===== src/rtl/image_writer_pkg.sv =====
// Shared types for the framebuffer image loader: pixel layout, FSM states
// and the order in which colour bytes arrive on the stream.
package image_writer_pkg;

  typedef struct packed {
    logic [7:0] r;
    logic [7:0] g;
    logic [7:0] b;
  } pixel_t;

  typedef enum logic [2:0] {
    IDLE     = 3'd0,
    RECV_R   = 3'd1,
    RECV_G   = 3'd2,
    RECV_B   = 3'd3,
    WRITE    = 3'd4,
    RECV_SUM = 3'd5,
    FINISH   = 3'd6
  } state_t;

  localparam int BYTE_R          = 0;
  localparam int BYTE_G          = 1;
  localparam int BYTE_B          = 2;
  localparam int BYTES_PER_PIXEL = 3;

endpackage


===== src/rtl/image_writer.sv =====
// Streams R,G,B bytes into 24-bit pixels and writes them to framebuffer addresses 0..H_RES*V_RES-1.
// IMAGE_WRITER_CHECKSUM_EN adds a trailing XOR checksum byte and the chk_err flag.
module image_writer
  import image_writer_pkg::*;
#(
  parameter int H_RES  = 640,
  parameter int V_RES  = 480,
  parameter int ADDR_W = 19
) (
  input  logic              clk_25,
  input  logic              n_rst,
  input  logic              start,
  input  logic              abort,
  input  logic              in_valid,
  input  logic [7:0]        in_data,
  output logic              in_ready,
  output logic              wr_en,
  output logic [ADDR_W-1:0] wr_addr,
  output logic [23:0]       wr_data,
  output logic              busy,
  output logic              frame_done,
  output logic              chk_err
);

  localparam logic [ADDR_W-1:0] LAST_PIX = ADDR_W'(H_RES * V_RES - 1);

  state_t            state_q, state_d;
  logic [ADDR_W-1:0] cnt_q, cnt_d;
  pixel_t            px_q, px_d;
  logic [ADDR_W-1:0] wr_addr_q, wr_addr_d;
  logic [23:0]       wr_data_q, wr_data_d;
  logic              in_ready_q, wr_en_q, busy_q, frame_done_q;
  logic              accept;

  assign accept = in_valid && in_ready_q;

  always_comb begin
    state_d   = state_q;
    cnt_d     = cnt_q;
    px_d      = px_q;
    wr_addr_d = wr_addr_q;
    wr_data_d = wr_data_q;
    case (state_q)
      IDLE: begin
        if (start && !abort) begin
          state_d = RECV_R;
          cnt_d   = '0;
        end
      end
      RECV_R: begin
        if (accept) begin
          px_d.r  = in_data;
          state_d = RECV_G;
        end
      end
      RECV_G: begin
        if (accept) begin
          px_d.g  = in_data;
          state_d = RECV_B;
        end
      end
      RECV_B: begin
        if (accept) begin
          px_d.b    = in_data;
          wr_addr_d = cnt_q;
          wr_data_d = {px_q.r, px_q.g, in_data};
          state_d   = WRITE;
        end
      end
      WRITE: begin
        if (cnt_q == LAST_PIX) begin
`ifdef IMAGE_WRITER_CHECKSUM_EN
          state_d = RECV_SUM;
`else
          state_d = FINISH;
`endif
        end else begin
          cnt_d   = cnt_q + 1'b1;
          state_d = RECV_R;
        end
      end
`ifdef IMAGE_WRITER_CHECKSUM_EN
      RECV_SUM: begin
        if (accept) state_d = FINISH;
      end
`endif
      FINISH:  state_d = IDLE;
      default: state_d = IDLE;
    endcase
    // Abort overrides everything; a WRITE already on the port still completes.
    if (abort && state_q != IDLE) state_d = IDLE;
  end

  always_ff @(posedge clk_25 or negedge n_rst) begin
    if (!n_rst) begin
      state_q      <= IDLE;
      cnt_q        <= '0;
      px_q         <= '0;
      wr_addr_q    <= '0;
      wr_data_q    <= '0;
      in_ready_q   <= 1'b0;
      wr_en_q      <= 1'b0;
      busy_q       <= 1'b0;
      frame_done_q <= 1'b0;
    end else begin
      state_q      <= state_d;
      cnt_q        <= cnt_d;
      px_q         <= px_d;
      wr_addr_q    <= wr_addr_d;
      wr_data_q    <= wr_data_d;
      // Outputs are registered decodes of the state being entered.
      in_ready_q   <= (state_d == RECV_R) || (state_d == RECV_G) ||
                      (state_d == RECV_B) || (state_d == RECV_SUM);
      wr_en_q      <= (state_d == WRITE);
      busy_q       <= (state_d != IDLE);
      frame_done_q <= (state_d == FINISH);
    end
  end

`ifdef IMAGE_WRITER_CHECKSUM_EN
  logic [7:0] xor_q, xor_d;
  logic       chk_err_q, chk_err_d;

  always_comb begin
    xor_d     = xor_q;
    chk_err_d = chk_err_q;
    case (state_q)
      IDLE: begin
        if (start && !abort) begin
          xor_d     = '0;
          chk_err_d = 1'b0;
        end
      end
      RECV_R, RECV_G, RECV_B: begin
        if (accept) xor_d = xor_q ^ in_data;
      end
      RECV_SUM: begin
        if (accept && !abort) chk_err_d = (in_data != xor_q);
      end
      default: ;
    endcase
  end

  always_ff @(posedge clk_25 or negedge n_rst) begin
    if (!n_rst) begin
      xor_q     <= '0;
      chk_err_q <= 1'b0;
    end else begin
      xor_q     <= xor_d;
      chk_err_q <= chk_err_d;
    end
  end

  assign chk_err = chk_err_q;
`else
  assign chk_err = 1'b0;
`endif

  assign in_ready   = in_ready_q;
  assign wr_en      = wr_en_q;
  assign wr_addr    = wr_addr_q;
  assign wr_data    = wr_data_q;
  assign busy       = busy_q;
  assign frame_done = frame_done_q;

endmodule


===== config.mk =====
export PLATFORM = sky130hd
export DESIGN_NAME = image_writer
export DESIGN_NICKNAME = d
export VERILOG_FILES = /design/src/rtl/image_writer_pkg.sv /design/src/rtl/image_writer.sv
export SDC_FILE = /design/constraint.sdc
export NUM_CORES = 1
export LEC_CHECK = 0
export BUFFER_PORTS_ARGS = -buffer_cell sky130_fd_sc_hd__buf_4
export CAP_MARGIN = 10
export CORE_ASPECT_RATIO = 1.2
export CORE_UTILIZATION = 35
export DETAILED_ROUTE_END_ITERATION = 16
export SYNTH_ARGS = -nofsm -noshare
export SYNTH_HDL_FRONTEND = slang
export SYNTH_SLANG_ARGS = --single-unit

===== constraint.sdc =====
create_clock -name clk_25 -period 1.9 [get_ports clk_25]
set_input_delay 0.19 -clock clk_25 [delete_from_list [all_inputs] [get_ports clk_25]]
set_output_delay 0.19 -clock clk_25 [all_outputs]
set_load 0.01 [all_outputs]

# Yosys cells after proc, flatten, opt, wreduce, memory -nomap -nowiden
# Cells that the tools add are included.
[op_classes]
n_addsub = 1
multipliers = 0
div = 0
magnitude_cmp = 0
n_eq_ne = 13
shift = 0
muxes = 10
bitwise_logic = 0
reduce_logical = 15
[op_table]
columns = ["op", "count"]
rows = [
  ["$mux W19", 2],
  ["$pmux W19 S2", 1],
  ["$add A19 B1 Y19 const B", 1],
  ["$eq A19 B19 Y1 const B", 1],
  ["$mux W3", 6],
  ["$pmux W3 S5", 1],
  ["$eq A3 B2 Y1 const B", 4],
  ["$eq A3 B3 Y1 const B", 4],
  ["$eq A3 B1 Y1 const B", 2],
  ["$reduce_and A2 Y1", 3],
  ["$reduce_bool A3 Y1", 2],
  ["$ne A2 B2 Y1 const B", 2],
  ["$logic_and A1 B1 Y1", 3],
  ["$logic_not A3 Y1", 1],
  ["$logic_or A1 B1 Y1", 3],
  ["$reduce_and A3 Y1", 1],
  ["$reduce_bool A2 Y1", 1],
  ["$logic_not A1 Y1", 1],
]
[word_totals]
reg_bits = 85
latch_bits = 0
ramBits = 0
romBits = 0
inputBits = 13
out_inout_bits = 48
elab_cells = 49
n_memories = 0

# Logic depth before layout (Yosys ltp)
[depth]
word_depth = 9
depth_mapped = 7
mapped_depth_nobuf = 6

# Worst setup path after synthesis
# No wires, ideal clock.
[synth_path]
kind = "reg2reg"
start = "register state_q[0]"
end = "register cnt_q[9]"
setup_time_ns = 0.078
t_arrival_ns = 1.627
required_ns = 1.822
setup_slack_ns = 0.195
stages_incl_launch_ff = 7
path_buffers = 1
synth_period_minus_slack_ns = 1.705
path_cell_list = "dfrtp_1 buf_6 nor2_2 o21ai_2 or3_1 or3_1 a21oi_1"
[synth_via]
elab_chain_cells = 3
elab_cells_between_ends = 7
cone_classes = "eq/ne: 3; mux: 1; reduce/logical: 3"
[synth_lines]
columns = ["element", "line_no", "rtl"]
rows = [
  ["from (decl)", "image_writer.sv:27", "state_t state_q, state_d;"],
  ["from (signal assigned)", "image_writer.sv:106", "state_q <= state_d;"],
  ["$eq A3 B3 Y1 / $logic_not A3 Y1 (equally long branches)", "image_writer.sv:43", "case (state_q)"],
  ["$ne A2 B2 Y1 (no line) / $reduce_bool A2 Y1 (equally long branches)", "-", ""],
  ["$reduce_and A3 Y1 (no line)", "-", ""],
  ["to (signal assigned)", "image_writer.sv:107", "cnt_q <= cnt_d;"],
  ["to (decl)", "image_writer.sv:28", "logic [ADDR_W-1:0] cnt_q, cnt_d;"],
]
# Parallel ways exist; a longest one is shown, timed or not.
# A chain may end at the register's enable or synchronous reset.

# Final worst setup path
[layout_path]
start = "register cnt_q[4]"
end = "register cnt_q[9]"
[layout_via]
elab_chain_cells = 3
elab_cells_between_ends = 6
cone_classes = "add/sub: 1; eq/ne: 2; mux: 2; reduce/logical: 1"
[layout_lines]
columns = ["element", "line_no"]
rows = [
  ["$add A19 B1 Y19 / $eq A19 B19 Y1 (equally long branches)", "image_writer.sv:78, image_writer.sv:71"],
  ["$mux W19 / $ne A2 B2 Y1 (equally long branches)", "-"],
  ["$pmux W19 S2 / $reduce_and A3 Y1 (equally long branches)", "-"],
]
# Parallel ways exist; a longest one is shown, timed or not. The select of a mux whose other input is x is not followed.

==> flow_metrics.py <==
metrics = {
    "outcome": {
        "status": "finished, final reports clean",
    },
    "cells_and_area": {
        "nets": 390,
        "area_delta_synth_final_pct": 28.53,
        "final_cell_mix": "dfrtp_1 (84), buf_4 (82), mux2_2 (55)",
        "drive_above_1_share_pct": 44.62,
        "layout_commonest_cell": "dfrtp_1",
        "fillers": 967,
        "n_antenna_cell": 0,
    },
    "clocking": {
        "cts_setup_buffers": 0,
        "cts_inserted_buffers": 9,
        "cts_num_sinks": 85,
        "root_buffer": "clkbuf_16",
        "clk_latency_ns": 0.34,
        "clk_path_buf_depth": 2,
        "htree_levels": 3,
        "clkTransAtPathRegs_ns": 0.06,
        "cts_tree": "yes",
    },
    "setup_path": {
        "startpoint_type": "flop",
        "path_buf_inv": 0,
        "slowest_delay_ns": 0.43,
        "regToRegSetupSlack_ns": 0.13,
        "cp_top_family": "simple AND/OR/NAND/NOR gates",
        "critPathCapture": "cnt_q[9]",
        "path_cells": "and4_2 -> nand2_1 -> or3_1 -> or3_1 -> a21oi_1",
        "path_class": "reg2reg",
        "endpoint_kind": "flop",
        "cp_slowest_cell": "dfrtp_1",
        "cp.depth": 5,
        "crit_arrival_ns": 2.03,
        "rr_startpoint": "cnt_q[4]",
        "crit_start": "cnt_q[4]",
        "reg2reg_depth": 5,
        "r2r_end": "cnt_q[9]",
        "cp_max_fo": 6,
        "required_ns": 2.16,
        "cpMostUsedCell": "or3_1",
    },
    "sta": {
        "min_period_ns": 1.770,
        "hold_violations": 0,
        "finalSetupViolations": 0,
        "skew_ns": 0.006772,
        "finalSetupTns_ns": 0,
        "slew_violations": 0,
        "max_freq_mhz": 564.9,
        "fin_crit_sh_pct": 93.17,
        "rsz0062_at_grt": "false",
    },
    "detailed_routing": {
        "first_pass_iters": 4,
        "ant_nets": 0,
        "drcViolationCount": 0,
        "drt_iter0_drc": 174,
        "wire_per_inst_um": 15.24,
        "drt-total-wl_um": 7726,
        "vias": 2565,
        "post_drt_via_cell_ratio": 5.059,
    },
    "synthesis": {
        "yosysWarnings": 0,
        "synth_nets": 307,
        "synth_edf_count": 0,
        "ys_types": 54,
        "synth.cell_area_um2": 3675,
        "avgSynthCellArea_um2": 12.54,
        "ys_seq_area_share_pct": 57.88,
        "synth-seq-cells": 85,
        "synthCells": 293,
        "synth_flop_cell": "dfrtp_1",
        "synth-async-reset-ratio_pct": 100.0,
    },
    "grt": {
        "antenna_found_initial": 0,
        "grt_pass1_vias": 2629,
        "grt_overflow": 0,
        "grt_pass1_wl_um": 13240,
        "grtUsageTotal_pct": 15.94,
        "grt_max_degree": 33,
    },
    "min_path": {
        "hold_class": "in2reg",
    },
    "floorplan": {
        "initial_core_util_pct": 36.35,
        "die_w_um": 95.54,
        "die-height_um": 114.2,
        "rows": 40,
        "io-pin-count": 61,
        "die_area_um2": 10920,
        "coreArea_um2": 10110,
    },
    "pwr": {
        "power.leakage_nw": 2.266,
        "finalPower_w": 0.004395,
        "seqPwrFrac_pct": 49.4,
        "combPwrFrac_pct": 14.0,
        "power_density_nw_per_um2": 930.6,
        "p_sw_share_pct": 24.78,
        "p_int_w": 0.003306,
        "vdd_ir_drop_max_uv": 545.2,
        "clkPwrFrac_pct": 36.6,
        "switchingPower_w": 0.001089,
    },
    "place": {
        "portBuffers": 59,
        "finalWeightedCongestion": 0.8981,
        "dp.final_hpwl_um": 5635,
    },
    "run": {
        "max_cap_viol_count": 0,
    },
}
[sequential cells by signal (all words and copies together), names as in the netlist]
register,cells
busy,1
wr_data,24
px_q,16
frame_done,1
cnt_q,19
state_q,3
in_ready,1
wr_en,1
wr_addr,19
[kinds of logic after synthesis]
family	share of synthesized area, %
XOR/XNOR	2.145
flip-flops	57.88
adder cells (fa/ha/maj)	0.3404
multiplexers	17.13
buffers and inverters	2.349
other	0.1020
AO/OA/AOI/OAI	6.844
AND/OR/NAND/NOR	13.21
[per-stage QoR]
stage	hold WS (ns)	setup WS [ns]	area, um^2	util (%)	instances
final	0.08499	0.1297	4723	46.72	507
after global routing	0.09459	0.01367	4723	46.72	507
after CTS	0.07731	0.09901	4716	46.65	507
after detailed placement	0.1592	0.09403	4429	43.81	490
after global placement	0.1608	0.1859	4429	43.81	490
after floorplan	-0.1056	0.1952	3675	-	293
[layer usage]
| metal | part of all wire, % | GRT usage (%) |
|---|---|---|
| met1 | 43 | 20.52 |
| met2 | 49 | 24.76 |
| met3 | 5.4 | 4.183 |
| met4 | 2.2 | 7.761 |
| met5 | 0 | 0 |
[power groups by stage]
stage | Sequential, W | Combinational (W) | Clock, W
after global routing | 0.00221 | 0.000674 | 0.00174
after global placement | 0.00220 | 0.000613 | 0
after CTS | 0.00218 | 0.000626 | 0.00166
final | 0.00217 | 0.000615 | 0.00161
after detailed placement | 0.00221 | 0.000624 | 0
after floorplan | 0.00222 | 0.000291 | 0
[repair_timing]
action                                  in CTS  in global routing
endpoints found under the setup margin       0                  1
gates resized for setup                      0                  3
hold buffers                                 1                  0
hold endpoints to repair                    29                  0
[final cells by class]
cell class / instances / area, um^2 / area share, %
clock buffer: 10 / 229.0 / 4.848
clock inverter: 6 / 47.55 / 1.007
inverter: 6 / 22.52 / 0.4768
multi-input combinational: 189 / 1473 / 31.18
sequential: 85 / 2128 / 45.06
tap: 126 / 157.7 / 3.338
timing repair buffer: 85 / 665.6 / 14.09
[how the worst min path moves through the flow]
stage                      from  slack (ns)    endpoint  cells past startpoint
after global placement    n_rst        0.16  wr_addr[5]                      1
after CTS                 abort        0.08  state_q[1]                      2
final                     abort        0.08  state_q[2]                      2
after global routing      abort        0.09  state_q[1]                      2
after detailed placement  n_rst        0.16  wr_addr[2]                      1
after floorplan           n_rst       -0.11        busy                      0
[Yosys cell counts, types with 2 or more instances]
library cell  instances  area [um^2]
nand2_1              14        52.55
or3_1                 3        18.77
o21ai_0              11        55.05
a21oi_1               8        40.04
nor3_1                6        30.03
nand4_1               5        31.28
nand2b_1              2        12.51
buf_2                 3        15.01
o21ai_1               5        25.02
xnor2_1               7        61.31
nand3_1               7        35.03
nor3b_1               3        22.52
and4_1                2        17.52
xor2_1                2        17.52
inv_1                 6        22.52
a31oi_1               3        18.77
and3_1                4        25.02
buf_1                 4        15.01
dfrtp_1              85         2127
nor3_2                2        20.02
nor2_1               19        71.32
mux2_2               55        619.3
o211ai_1              3        22.52
clkbuf_1              4        15.01
(Power assumes the default switching activity.)
